--- src/rtl/alu_pkg.sv ---
// Shared ALU definitions: datapath sizes, opcodes
// and the operand-stage occupancy states.
package alu_pkg;

  localparam int WIDTH      = 32;
  localparam int OP_W       = 4;
  localparam int REG_ADDR_W = 5;

  // Opcodes shared with the ALU decode
  typedef enum logic [OP_W-1:0] {
    ALU_AND  = 4'd0,
    ALU_OR   = 4'd1,
    ALU_XOR  = 4'd2,
    ALU_NOR  = 4'd3,
    ALU_ADD  = 4'd4,
    ALU_SUB  = 4'd5,
    ALU_SLT  = 4'd6,
    ALU_SLTU = 4'd7,
    ALU_SLL  = 4'd8,
    ALU_SRL  = 4'd9,
    ALU_SRA  = 4'd10,
    ALU_LUI  = 4'd11
  } alu_op_e;

  // Operand stage holds at most one instruction
  typedef enum logic {
    ST_EMPTY = 1'b0,
    ST_FULL  = 1'b1
  } stage_state_e;

endpackage

--- src/rtl/alu_operand_stage_fwd_mux.sv ---
// Per-source bypass select: EX result beats WB result,
// register 0 is never bypassed.
module fwd_mux #(
  parameter int WIDTH  = 32,
  parameter int ADDR_W = 5
) (
  input  logic [ADDR_W-1:0] src_addr,
  input  logic [WIDTH-1:0]  rf_data,
  input  logic              ex_valid,
  input  logic [ADDR_W-1:0] ex_addr,
  input  logic [WIDTH-1:0]  ex_data,
  input  logic              wb_valid,
  input  logic [ADDR_W-1:0] wb_addr,
  input  logic [WIDTH-1:0]  wb_data,
  output logic [WIDTH-1:0]  sel_data
);

  logic src_nz;
  logic ex_hit;
  logic wb_hit;

  assign src_nz = |src_addr;
  assign ex_hit = src_nz && ex_valid
               && (ex_addr == src_addr);
  assign wb_hit = src_nz && wb_valid
               && (wb_addr == src_addr)
               && !ex_hit;

  // One-hot select of bypass or register data
  always_comb begin
    sel_data = rf_data;
    unique case (1'b1)
      ex_hit:  sel_data = ex_data;
      wb_hit:  sel_data = wb_data;
      default: sel_data = rf_data;
    endcase
  end

endmodule

--- src/rtl/alu_operand_stage.sv ---
// Decode-to-ALU pipeline register with operand
// forwarding, immediate select and valid/ready flow.
module alu_operand_stage #(
  parameter int WIDTH = 32,
  parameter int IMM_W = 16,
  parameter int OP_W  = 4
) (
  input  logic                          clk,
  input  logic                          rst_n,
  input  logic                          in_valid,
  output logic                          in_ready,
  input  logic [alu_pkg::REG_ADDR_W-1:0] RsAddr,
  input  logic [alu_pkg::REG_ADDR_W-1:0] RtAddr,
  input  logic [WIDTH-1:0]              RsData,
  input  logic [WIDTH-1:0]              RtData,
  input  logic [IMM_W-1:0]              Imm,
  input  logic                          ImmSel,
  input  logic                          ImmSigned,
  input  logic [OP_W-1:0]               AluOp,
  input  logic [alu_pkg::REG_ADDR_W-1:0] DestAddr,
  input  logic                          ExFwdValid,
  input  logic [alu_pkg::REG_ADDR_W-1:0] ExFwdAddr,
  input  logic [WIDTH-1:0]              ExFwdData,
  input  logic                          WbFwdValid,
  input  logic [alu_pkg::REG_ADDR_W-1:0] WbFwdAddr,
  input  logic [WIDTH-1:0]              WbFwdData,
  input  logic                          flush,
  output logic                          out_valid,
  input  logic                          out_ready,
  output logic [WIDTH-1:0]              A,
  output logic [WIDTH-1:0]              B,
  output logic [OP_W-1:0]               OpOut,
  output logic [alu_pkg::REG_ADDR_W-1:0] DestOut
);

  import alu_pkg::*;

  stage_state_e state;

  logic             capture;
  logic [WIDTH-1:0] rs_fwd;
  logic [WIDTH-1:0] rt_fwd;
  logic [WIDTH-1:0] imm_ext;
  logic [WIDTH-1:0] b_sel;
  logic             imm_fill;

  fwd_mux #(
    .WIDTH  (WIDTH),
    .ADDR_W (REG_ADDR_W)
  ) u_rs_fwd (
    .src_addr (RsAddr),
    .rf_data  (RsData),
    .ex_valid (ExFwdValid),
    .ex_addr  (ExFwdAddr),
    .ex_data  (ExFwdData),
    .wb_valid (WbFwdValid),
    .wb_addr  (WbFwdAddr),
    .wb_data  (WbFwdData),
    .sel_data (rs_fwd)
  );

  fwd_mux #(
    .WIDTH  (WIDTH),
    .ADDR_W (REG_ADDR_W)
  ) u_rt_fwd (
    .src_addr (RtAddr),
    .rf_data  (RtData),
    .ex_valid (ExFwdValid),
    .ex_addr  (ExFwdAddr),
    .ex_data  (ExFwdData),
    .wb_valid (WbFwdValid),
    .wb_addr  (WbFwdAddr),
    .wb_data  (WbFwdData),
    .sel_data (rt_fwd)
  );

  assign out_valid = (state == ST_FULL);

  // Ready never looks at in_valid
  assign in_ready = !flush
                 && (!out_valid || out_ready);
  assign capture  = in_valid && in_ready;

  assign imm_fill = ImmSigned && Imm[IMM_W-1];
  assign imm_ext  = {{(WIDTH-IMM_W){imm_fill}}, Imm};
  assign b_sel    = ImmSel ? imm_ext : rt_fwd;

  // Occupancy FSM and operand registers
  always_ff @(posedge clk) begin
    if (!rst_n) begin
      state   <= ST_EMPTY;
      A       <= '0;
      B       <= '0;
      OpOut   <= '0;
      DestOut <= '0;
    end else if (flush) begin
      state <= ST_EMPTY;
    end else if (capture) begin
      state   <= ST_FULL;
      A       <= rs_fwd;
      B       <= b_sel;
      OpOut   <= AluOp;
      DestOut <= DestAddr;
    end else if (out_ready) begin
      state <= ST_EMPTY;
    end
  end

endmodule

--- config.mk ---
export PLATFORM = sky130hd
export DESIGN_NAME = alu_operand_stage
export DESIGN_NICKNAME = d
export VERILOG_FILES = /design/src/rtl/alu_pkg.sv /design/src/rtl/alu_operand_stage_fwd_mux.sv /design/src/rtl/alu_operand_stage.sv
export SDC_FILE = /design/constraint.sdc
export NUM_CORES = 1
export LEC_CHECK = 0
export BUFFER_PORTS_ARGS = -buffer_cell sky130_fd_sc_hd__buf_2
export CORE_MARGIN = 2
export CORE_UTILIZATION = 25
export CTS_BUF_LIST = sky130_fd_sc_hd__clkbuf_4 sky130_fd_sc_hd__clkbuf_8
export CTS_CLUSTER_DIAMETER = 150
export DETAILED_ROUTE_END_ITERATION = 8
export GPL_TIMING_DRIVEN = 1
export PLACE_DENSITY = 0.46
export SYNTH_ARGS = -nofsm -noshare
export SYNTH_HDL_FRONTEND = slang
export SYNTH_HIERARCHICAL = 1
export SYNTH_SLANG_ARGS = --single-unit
--- constraint.sdc ---
create_clock -name clk -period 4.3 [get_ports clk]
set_input_delay 0.43 -clock clk [delete_from_list [all_inputs] [get_ports clk]]
set_output_delay 0.43 -clock clk [all_outputs]
set_load 0.005 [all_outputs]
After elaboration in Yosys (flattened, before gate mapping)

Index checks and enable logic that the tools add are counted.

Flip-flop bits (word level): 74
Bits in latches: 0
Bits in writable memories: 0
Bits in read-only memories: 0
Output and inout port bits: 75
Memories: 0

Add/subtract/negate cells: 0
$mul: 0
Divide/modulo/power cells: 0
$lt $le $gt $ge: 0
Eq/ne operators: 4
Shift operators: 0
Mux-type cells: 5
Bitwise logic cells: 2
Reduce and logical (&&, ||, !) cells: 23

Operators by type and width:

| operator                               | number |
|---|---|
| 32-bit one-hot mux with 2 select lines | 2 |
| 32-bit 2-to-1 mux                      | 1 |
| 5-bit equality test                    | 4 |
| 1-bit logical AND                      | 13 |
| 5-bit OR reduction                     | 2 |
| 1-bit logical NOT                      | 4 |
| 1-bit 2-to-1 mux                       | 2 |
| 1-bit inverter                         | 2 |
| 2-bit AND reduction                    | 1 |
| 2-bit nonzero test                     | 1 |
| 2-bit OR reduction                     | 1 |
| 1-bit logical OR                       | 1 |

Depth between registers and ports, before layout

Gate-level depths: netlist of the first run.

Word-level depth: 7
Gate-level depth with buffers: 8
Mapped depth without buffers: 6

By module

Netlist of the first run, hierarchy kept.

Modules (own cells, without submodules):

| module            | times used | cells each | area each (µm²) |
|---|---|---|---|
| alu_operand_stage | 1          | 325        | 3076.7 |
| fwd_mux           | 2          | 169        | 1333.8 |

Least setup slack after synthesis of the first run

No wires, ideal clock.

Path kind: input to register
Start: input port RtAddr[0] (netlist bit)
End: register B[17]
Library setup time: 0.119 ns
Arrival time: 2.015 ns
Data required time: 4.181 ns
Path slack: 2.166 ns
Stages: 7
Path buffers: 1
Path through: or4_4 > o211a_1 > dlymetal6s2s_1 > nand3_1 > a31oi_2 > and2b_1 > o221a_2

Longest elaborated chain between the ends: 7
Elaborated cells on any way between the ends: 11
Classes of those cells: 2 x eq/ne; 2 x mux; 7 x reduce/logical

RTL lines:

| what                                     | line                            | text |
|---|---|---|
| start, declared                          | alu_operand_stage.sv:13         | `input logic [alu_pkg::REG_ADDR_W-1:0] RtAddr,` |
| 5-bit OR reduction                       | alu_operand_stage_fwd_mux.sv:22 | `assign src_nz = \|src_addr;` |
| 1-bit logical AND                        | alu_operand_stage_fwd_mux.sv:23 | `assign ex_hit = src_nz && ex_valid` |
| 1-bit logical AND                        | alu_operand_stage_fwd_mux.sv:24 | `&& (ex_addr == src_addr);` |
| 1-bit logical NOT                        | alu_operand_stage_fwd_mux.sv:27 | `&& !ex_hit;` |
| 1-bit logical AND                        | alu_operand_stage_fwd_mux.sv:27 |  |
| 32-bit one-hot mux with 2 select lines * | alu_operand_stage_fwd_mux.sv:32 | `unique case (1'b1)` |
| via rt_fwd[17]                           | alu_operand_stage.sv:42         | `logic [WIDTH-1:0] rt_fwd;` |
| 32-bit 2-to-1 mux *                      | alu_operand_stage.sv:86         | `assign b_sel = ImmSel ? imm_ext : rt_fwd;` |
| end signal, assigned                     | alu_operand_stage.sv:101        | `B <= b_sel;` |
| end, declared                            | alu_operand_stage.sv:31         | `output logic [WIDTH-1:0] B,` |

Mark *: on every way through the listed nets, which the timed path passes. The rest lies on a longest branch.
A chain may end at the register's enable or synchronous reset.

Worst setup path after layout of the first run

Start: input port RtAddr[1] (netlist bit)
End: register B[2]

Same word-level chain as after synthesis.

==> results of run 1 <==
-- flip-flops by register name, indices dropped and copies added, names as in the netlist --
register	count
A	32
DestOut	5
OpOut	4
B	32
out_valid	1
-- worst register-to-register path, delay by kind of cell, from the launching register on --
kind | cells | cell delay [ns]
compound gates | 1 | 0.41
flops | 1 | 0.40
simple gates | 2 | 1.33
-- worst min-delay path by stage --
stage                                    endpoint  depth (start not counted)
after floorplan           DestOut[0]$_SDFFE_PN0P_                          2
after global placement          A[2]$_SDFFE_PN0P_                          2
after detailed placement        A[0]$_SDFFE_PN0P_                          2
after CTS                  out_valid$_SDFFE_PP0P_                          2
after global routing       out_valid$_SDFFE_PP0P_                          2
final                      out_valid$_SDFFE_PP0P_                          2
-- stage by stage --
stage,cells,instance area (um2)
floorplan,663,5740
global placement,1135,6880
detailed placement,1135,6880
CTS,1151,7060
global route,1152,7060
finish,1154,7070
-- cell families (layout without fill, tap and decap cells) --
group / after synthesis / after routing / synth area share
AO/OA/AOI/OAI: 264 / 264 / 0.379
other: 0 / 3 / 0
multiplexers: 16 / 16 / 0.0279
AND/OR/NAND/NOR: 205 / 205 / 0.195
buffers and inverters: 84 / 287 / 0.109
flip-flops: 74 / 74 / 0.258
XOR/XNOR: 20 / 20 / 0.0305
-- placed cells by master (no fill, tap or decap), types with 10 or more instances in the layout --
cell,n
o21ai_0,45
nor2b_1,11
a31oi_2,58
dfxtp_1,74
nor3_1,65
o221a_1,10
mux2i_1,16
nand3_1,106
a21oi_1,57
o21ai_2,58
buf_2,256
xnor2_1,20
clkbuf_8,10
a211oi_1,16
buf_4,14
-- where the power goes --
group          internal (mW)  switching [mW]
combinational          0.216           0.322
sequential             0.725          0.0208
clock                  0.227           0.314
-- layout make-up --
| cell class | instances | area share |
|---|---|---|
| multi-input combinational | 505 | 0.517 |
| sequential | 74 | 0.210 |
| timing repair buffer | 270 | 0.196 |
| tap | 285 | 0.0505 |
| clock buffer | 10 | 0.0195 |
| clock inverter | 6 | 0.00584 |
| antenna | 3 | 0.00106 |
| inverter | 1 | 0.000531 |
-- per-layer routing --
| metal | up-vias | routed length (um) | share of wire |
|---|---|---|---|
| li1 | 2923 | - | - |
| met1 | 2935 | 11100 | 0.45 |
| met2 | 219 | 11400 | 0.46 |
| met3 | 39 | 1630 | 0.066 |
| met4 | 4 | 678 | 0.027 |
| met5 | - | 19 | 0.00077 |
==> flow_summary.toml, run 1 <==
[route]
vias = 6120
vias_per_cell = 5.30
drc = 0
post_drt_wl_per_cell_um = 21.5
finalWirelength_mm = 24.8
ant_nets = 0
dr.pass1.iters = 4
drt-initial-drc-count = 411

[finish]
area_growth_pct = 23.0
nFillCells = 2478
regArea_um2 = 1480
drive_gt1_frac = 0.488
fin_nets = 1043
multi_input_area_um2 = 3650
final_util = 0.313

[sta]
hold_viol = 0
rsz0062_at_grt = "false"
holdWs_ns = 0.249
fin_setup_tns_ns = 0
drv_slew = 0
timing.final.ws_setup_ns = 1.78
min_period_ns = 2.52
setup_viol = 0
max_freq_mhz = 396
slew_headroom = 0.181
finClkSkew_ns = 0.0132
tightest_slew_ns = 1.23
fin_crit_sh = 0.587

[critical_path]
cp.arrival_ns = 2.82
critical_path_required_ns = 4.60
endpoint_kind = "flop"
rr_startpoint = "out_valid$_SDFFE_PP0P_"
cp.depth = 7
max_stage_delay_ns = 1.04
cpMaxStageDelayCell = "o211a_1"
worstPathMaxFanout = 32
critPathKind = "input pin to flop"
crit_start = "RtAddr[1]"
r2r_end = "B[18]$_SDFFE_PN0P_"
cp_top_family = "compound AO/OA/AOI/OAI gates"
crit_chain = "buf_2, xnor2_1, o211a_1, nand3_1, a31oi_2, mux2i_1, a211oi_1"
r2r_slack_ns = 2.07
r2r_cells = 3
crit_path_start_kind = "input pin"
worst-path-buf-inv = 1
crit_path_end = "B[2]$_SDFFE_PN0P_"

[grt]
grt_pass1_vias = 6071
use_met2 = 0.319
grt_use_met1 = 0.261
grt_pass1_wl_mm = 36.7
gr-usage-met3 = 0.0464
overflow = 0
grt_max_degree = 59
busiest_layer = "met2"
grtUsageTotal = 0.199
antenna_found_initial = 4

[synth]
synth_area_leaders = "dfxtp_1 26%, a31oi_2 13%, nand3_1 9.2%, o21ai_2 8.8%, nor3_1 5.7%"
synthTopCellsByCount = "106 x nand3_1, 74 x dfxtp_1, 65 x nor3_1"
yosysUniqueCellTypes = 39
ys_seq_area_frac = 0.258
syn_inst = 663
synth_ff_type = "dfxtp_1"
syn_area_per_cell_um2 = 8.66
syn_nets = 845
yosysMostFrequentCell = "nand3_1"
yosysWarnings = 6
yosysTopAreaCell = "dfxtp_1"
synthArstFlopShare = 0
synth_seq_cells = 74
yosysTopAreaCellShare = 0.258
netlist_area_um2 = 5740
synth-edff-count = 0

[clock_tree]
clockRootBuffer = "clkbuf_8"
cts_tree = "yes"
h-tree-depth = 3
cts_resized = 0
path_clk_slew_ns = 0.09
insertion_delay_ns = 0.37
clock_sinks = 74
cts_setup_buffers = 0
clockBufferDepth = 2
ctsHoldBuffers = 0
cts_buffers = 9

[die]
ios = 257
fp.dieArea_um2 = 24200
start_util = 0.254
coreArea_um2 = 22600
die_h_um = 156
rows = 55
fp.dieW_um = 156

[worst_hold_path]
hold_start = "flush"
min_path_type = "input pin to flop"

[pwr]
total_power_mw = 1.83
ir_drop_uv = 129
powerDensity_nw_per_um2 = 258
p_leak_nw = 2.66

[placement]
place_ws_ns = 1.41
gp_congestion = 0.846
io_buffers = 256
dp_hpwl_mm = 18.0

[run]
cap_violations = 0

[status]
status = "complete, no violations"
Note: power is estimated with default switching activity, not from simulation.
==> inputs of run 2 (changes only) <==
--- a/config.mk
+++ b/config.mk
@@ -5,6 +5,7 @@
 export SDC_FILE = /design/constraint.sdc
 export NUM_CORES = 1
 export LEC_CHECK = 0
+export ABC_AREA = 1
 export BUFFER_PORTS_ARGS = -buffer_cell sky130_fd_sc_hd__buf_2
 export CORE_MARGIN = 2
 export CORE_UTILIZATION = 25
==> constraint.sdc (replaced) <==
create_clock -name clk -period 2.5 [get_ports clk]
set_input_delay 0.25 -clock clk [delete_from_list [all_inputs] [get_ports clk]]
set_output_delay 0.25 -clock clk [all_outputs]
set_load 0.005 [all_outputs]
==> run 2 against run 1 <==
Design area up 1.2%. Worst hold slack worse by 0.16 ns. Highest routed layer unchanged. Sequential share of layout area shrank 0.25 points. Total power is 71% higher. Critical endpoint is now B[4]$_SDFFE_PN0P_. Global-route usage decreased by 1.7 points. Critical path type is now flop to flop. Setup slack lost 0.86 ns. First-iteration DRC count shrank 22%. Clock skew fell by 0.0043 ns. Clock power rose by 79%. Register-to-register slack lost 1.2 ns. Non-clock buffer count up 6. Critical path depth shrank 2.
==> flow_summary.toml, run 2 <==
[critical_path]
cpMaxStageDelayCell = "nand3_4"
crit_chain = "nand2_2, nand3_4, buf_4, nor2_1, nor2_1"
endpoint_kind = "flop"
crit_start = "out_valid$_SDFFE_PP0P_"
worst-path-buf-inv = 1
r2r_slack_ns = 0.92
cp_top_family = "simple AND/OR/NAND/NOR gates"
worstPathMaxFanout = 46
r2r_cells = 5
cp.arrival_ns = 1.86
cpMostUsedCell = "nor2_1"
cp.depth = 5
critPathKind = "flop to flop"
crit_path_end = "B[4]$_SDFFE_PN0P_"
critical_path_required_ns = 2.77
max_stage_delay_ns = 0.43
r2r_end = "B[4]$_SDFFE_PN0P_"
crit_path_start_kind = "flop"
rr_startpoint = "out_valid$_SDFFE_PP0P_"

[clock_tree]
path_clk_slew_ns = 0.10
cts_buffers = 9
cts_setup_buffers = 0
cts_resized = 0
ctsHoldBuffers = 0
h-tree-depth = 3
cts_tree = "yes"
insertion_delay_ns = 0.38
clock_sinks = 74
clockRootBuffer = "clkbuf_8"
clockBufferDepth = 2

[pwr]
powerDensity_nw_per_um2 = 437
total_power_mw = 3.13
ir_drop_uv = 193
p_leak_nw = 4.11

[route]
drc = 0
finalWirelength_mm = 22.0
dr.pass1.iters = 5
post_drt_wl_per_cell_um = 14.9
vias = 6675
drt-initial-drc-count = 321
ant_nets = 0
vias_per_cell = 4.52

[sta]
rsz0062_at_grt = "false"
finClkSkew_ns = 0.00891
tightest_slew_ns = 0.727
setup_viol = 0
min_period_ns = 1.58
slew_headroom = 0.515
max_freq_mhz = 631
hold_viol = 0
fin_setup_tns_ns = 0
drv_slew = 0
fin_crit_sh = 0.634

[run]
cap_violations = 0

[synth]
synth_seq_cells = 74
synth_ff_type = "dfxtp_1"
yosysTopAreaCell = "dfxtp_1"
syn_area_per_cell_um2 = 5.79
syn_inst = 971
netlist_area_um2 = 5620
yosysUniqueCellTypes = 22
synthArstFlopShare = 0
syn_nets = 1153
synthTopCellsByCount = "262 x nand3_1, 217 x nand2_1, 154 x nor2_1"
yosysWarnings = 6
ys_seq_area_frac = 0.264
yosysMostFrequentCell = "nand3_1"
yosysTopAreaCellShare = 0.264
synth-edff-count = 0
synth_area_leaders = "dfxtp_1 26%, nand3_1 23%, nand2_1 14%, nor2_1 10%, inv_1 8.6%"

[finish]
area_growth_pct = 27.3
layout_commonest_cell = "nand3_1"
fin_nets = 1374
largest_registers = "A (32), B (32), DestOut (5)"
final_cell_mix = "260 x nand3_1, 256 x buf_2, 217 x nand2_1"
drive_gt1_frac = 0.272

[grt]
grt_pass1_vias = 6177
grt_max_degree = 75
grtUsageTotal = 0.182
overflow = 0
antenna_found_initial = 3
grt_pass1_wl_mm = 34.1

[placement]
dp_hpwl_mm = 16.0
gp_congestion = 0.847
io_buffers = 256

[worst_hold_path]
hold_depth = 3
min_path_type = "input pin to flop"

[die]
die_h_um = 154
fp.dieArea_um2 = 23700
fp.dieW_um = 154
coreArea_um2 = 22000
start_util = 0.256
rows = 54
ios = 257

[status]
status = "complete, no violations"
## run 2: cell types whose count changed after synthesis, sizes merged, moves of 18 or more
cell and change:
a31oi -64, nand3 +159, nand2 +222, inv +138, nor3 -65, nor2 +161, o21ai -73, xnor2 -18
a21oi -55
## run 2: layout make-up
type | count | area, um2
Fill cell | 2521 | 14800
Multi-Input combinational cell | 690 | 3120
Sequential cell | 74 | 1480
Timing Repair Buffer | 276 | 1480
Inverter | 141 | 529
Tap cell | 280 | 350
Clock buffer | 9 | 124
Clock inverter | 7 | 60.1
Antenna cell | 1 | 2.50
## run 2: logic make-up after synthesis
group	Yosys count	synth area share
and+or+nand+nor	652	0.515
AOI/OAI and AO/OA	36	0.0343
buffers and inverters	207	0.184
xor gates and xnor gates	2	0.00312
DFF	74	0.264
## run 2: layer usage
| metal | vias up | track usage | part of all wire |
|---|---|---|---|
| met5 | - | 0 | 0.00036 |
| met4 | 2 | 0.0547 | 0.018 |
| met3 | 23 | 0.0434 | 0.074 |
| met2 | 255 | 0.286 | 0.43 |
| met1 | 2925 | 0.248 | 0.47 |
| li1 | 3470 | - | - |
## run 2: worst min path at each step
stage,from,to
4_1_cts,DestAddr[4],DestOut[4]$_SDFFE_PN0P_
3_5_place_dp,DestAddr[1],DestOut[1]$_SDFFE_PN0P_
5_1_grt,DestAddr[1],DestOut[1]$_SDFFE_PN0P_
2_1_floorplan,DestAddr[0],DestOut[0]$_SDFFE_PN0P_
3_3_place_gp,AluOp[0],OpOut[0]$_SDFFE_PN0P_
6_report,DestAddr[1],DestOut[1]$_SDFFE_PN0P_
## run 2: tightest hold or removal path: stages
cell,delay [ns]
buf_2,0.07
nor2_1,0.03
nor2_1,0.08
## run 2: stage by stage
| stage | std cells | area [um2] | util | hold slack, ns | worst slack, ns |
|---|---|---|---|---|---|
| 2_1_floorplan | 971 | 5620 | - | 0.385 | 1.14 |
| 5_1_grt | 1478 | 7150 | 0.326 | 0.0719 | 0.688 |
| 4_1_cts | 1477 | 7150 | 0.326 | 0.0671 | 0.877 |
| 3_3_place_gp | 1461 | 6970 | 0.317 | 0.477 | 0.529 |
| 6_report | 1478 | 7150 | 0.326 | 0.0928 | 0.916 |
| 3_5_place_dp | 1461 | 6970 | 0.317 | 0.480 | 0.512 |
## run 2: where the power goes
part	internal [mW]	total, mW	switching, mW
Combinational	0.352	0.857	0.505
Clock	0.379	0.969	0.590
Sequential	1.26	1.30	0.0400
Total	1.99	3.13	1.14
==> inputs of run 3 (changes only) <==
--- a/config.mk
+++ b/config.mk
@@ -5,7 +5,7 @@
 export SDC_FILE = /design/constraint.sdc
 export NUM_CORES = 1
 export LEC_CHECK = 0
-export ABC_AREA = 1
+export ABC_AREA = 0
 export BUFFER_PORTS_ARGS = -buffer_cell sky130_fd_sc_hd__buf_2
 export CORE_MARGIN = 2
 export CORE_UTILIZATION = 25
==> constraint.sdc (replaced) <==
create_clock -name clk -period 1.56 [get_ports clk]
set_input_delay 0.156 -clock clk [delete_from_list [all_inputs] [get_ports clk]]
set_output_delay 0.156 -clock clk [all_outputs]
set_load 0.005 [all_outputs]
==> run 3 against run 2 <==
The run now ends with negative setup slack left. Largest power group unchanged. Critical path type is now input pin to flop. Clock power is 84% higher. Die area rose by 2.2%. Critical path depth grew 4. Non-clock buffer count increased by 65. Worst hold slack got worse by 0.073 ns. Clock-buffer cell count grew 1. Wire length increased by 13%. Final cell count is 17% lower. Core utilization up 4.2 points. Total power rose by 81%.
==> flow_summary.toml, run 3 (synthesis gave the netlist of run 1 again) <==
[critical_path]
crit_start = "RtAddr[4]"
cp.arrival_ns = 1.97
critPathKind = "input pin to flop"
critical_path_required_ns = 1.84
cpMostUsedCell = "buf_6"
cp_top_family = "compound AO/OA/AOI/OAI gates"
max_stage_delay_ns = 0.58
cpMaxStageDelayCell = "or4_4"
rr_startpoint = "out_valid$_SDFFE_PP0P_"
worst-path-buf-inv = 3
r2r_cells = 3
r2r_end = "B[27]$_SDFFE_PN0P_"
r2r_slack_ns = 0.05
crit_path_start_kind = "input pin"
crit_chain = "buf_6, or4_4, o211ai_4, buf_4, buf_6, o21ai_2, a31oi_2, mux2i_1, a211oi_1"
endpoint_kind = "flop"
worstPathMaxFanout = 10

[sta]
drv_slew = 0
hold_viol = 0
tightest_slew_ns = 0.839
slew_headroom = 0.440
rsz0062_at_grt = "true"
timing.final.ws_setup_ns = -0.129
max_freq_mhz = 592
setup_viol = 32
fin_crit_sh = 1.08
finClkSkew_ns = 0.0135
fin_setup_tns_ns = -1.89
min_period_ns = 1.69

[finish]
final_cell_mix = "252 x buf_2, 104 x nand3_1, 73 x dfxtp_1"
postLayoutCellArea_um2 = 8300
final_util = 0.368
area_growth_pct = 44.5
regArea_um2 = 1480
multi_input_area_um2 = 3810
drive_gt1_frac = 0.541
stdcell_count = 1224
fin_nets = 1114
layout_commonest_cell = "buf_2"
largest_registers = "A (32), B (32), DestOut (5)"
nFillCells = 2391

[grt]
grt_max_degree = 58
antenna_found_initial = 3
grt_pass1_vias = 6189
grt_pass1_wl_mm = 36.5
grtUsageTotal = 0.197
overflow = 0

[die]
rows = 55
coreArea_um2 = 22600
fp.dieW_um = 156
start_util = 0.254
die_h_um = 156
fp.dieArea_um2 = 24200
ios = 257

[pwr]
ir_drop_uv = 236
p_leak_nw = 3.25
powerDensity_nw_per_um2 = 683

[route]
post_drt_wl_per_cell_um = 20.3
vias_per_cell = 5.08
drc = 0
dr.pass1.iters = 5
finalWirelength_mm = 24.8
vias = 6218
ant_nets = 0
drt-initial-drc-count = 300

[clock_tree]
cts_buffers = 9
path_clk_slew_ns = 0.09
insertion_delay_ns = 0.38
cts_tree = "yes"
clockBufferDepth = 2
h-tree-depth = 3
clockRootBuffer = "clkbuf_8"
clock_sinks = 74

[run]
cap_violations = 0

[worst_hold_path]
min_to = "OpOut[1]$_SDFFE_PN0P_"
min_path_type = "input pin to flop"
hold_start = "AluOp[1]"
hold_depth = 3

[placement]
dp.cells = 1184
dp_hpwl_mm = 18.5
place_area_um2 = 7450
gp_congestion = 0.858
io_buffers = 256

[status]
violations = "negative setup slack"
status = "finished with violations"
-- run 3: cell types whose count changed in the layout (fill, tap and decap cells not counted), sizes merged, moves of 64 or more --
| cell | before | now |
|---|---|---|
| nand2 | 222 | 0 |
| a31oi | 0 | 64 |
| inv | 143 | 2 |
| nand3 | 266 | 107 |
| o21ai | 32 | 105 |
| nor3 | 0 | 65 |
| nor2 | 164 | 3 |
-- run 3: repair_timing --
item	CTS	global route
gates resized for setup	18	42
hold buffers	1	1
pin swaps	12	41
setup endpoints to repair	37	63
hold endpoints to repair	1	1
cloned	5	5
buffers inserted	6	5
-- run 3: worst max path at each step --
stage,to,slack [ns],depth (start not counted)
finish,B[8]$_SDFFE_PN0P_,-0.13,9
global route,B[31]$_SDFFE_PN0P_,-0.17,9
CTS,B[8]$_SDFFE_PN0P_,-0.09,8
detailed placement,B[31]$_SDFFE_PN0P_,-0.53,8
global placement,B[31]$_SDFFE_PN0P_,-0.52,8
floorplan,B[17]$_SDFFE_PN0P_,-0.30,7
-- run 3: area by class of cell --
| type | count | share of cell area |
|---|---|---|
| Timing Repair Buffer | 341 | 0.291 |
| Sequential cell | 74 | 0.179 |
| Inverter | 1 | 0.000452 |
| Antenna cell | 2 | 0.000603 |
| Clock inverter | 6 | 0.0107 |
| Clock buffer | 10 | 0.0166 |
| Tap cell | 285 | 0.0430 |
| Multi-Input combinational cell | 505 | 0.459 |
-- run 3: metal layers --
layer,global-route usage,wire [um],vias to the layer above,share of wire
met5,0,13,-,0.00052
met4,0.0581,485,2,0.020
met3,0.0442,1650,32,0.067
met2,0.327,11500,234,0.46
met1,0.255,11100,2881,0.45
li1,-,-,3069,-
-- run 3: worst reg2reg max path, cell delays in order, from the launching register on --
cell and delay (ns):
dfxtp_2 0.35, nor2b_4 0.15, nor2_4 0.66, o221a_1 0.30
-- run 3: metrics by stage --
stage          power (mW)  setup slack (ns)  hold WS (ns)
3_3_place_gp         3.73            -0.516         0.370
2_1_floorplan        2.98            -0.300         0.235
3_5_place_dp         3.73            -0.526         0.372
5_1_grt              5.96            -0.171       0.00547
6_report             5.67            -0.129        0.0195
4_1_cts              5.63           -0.0945      0.000384
-- run 3: power breakdown --
group	internal, mW	switching, mW
registers	2.00	0.0586
logic	0.874	0.954
clock network	0.948	0.837
total	3.82	1.85
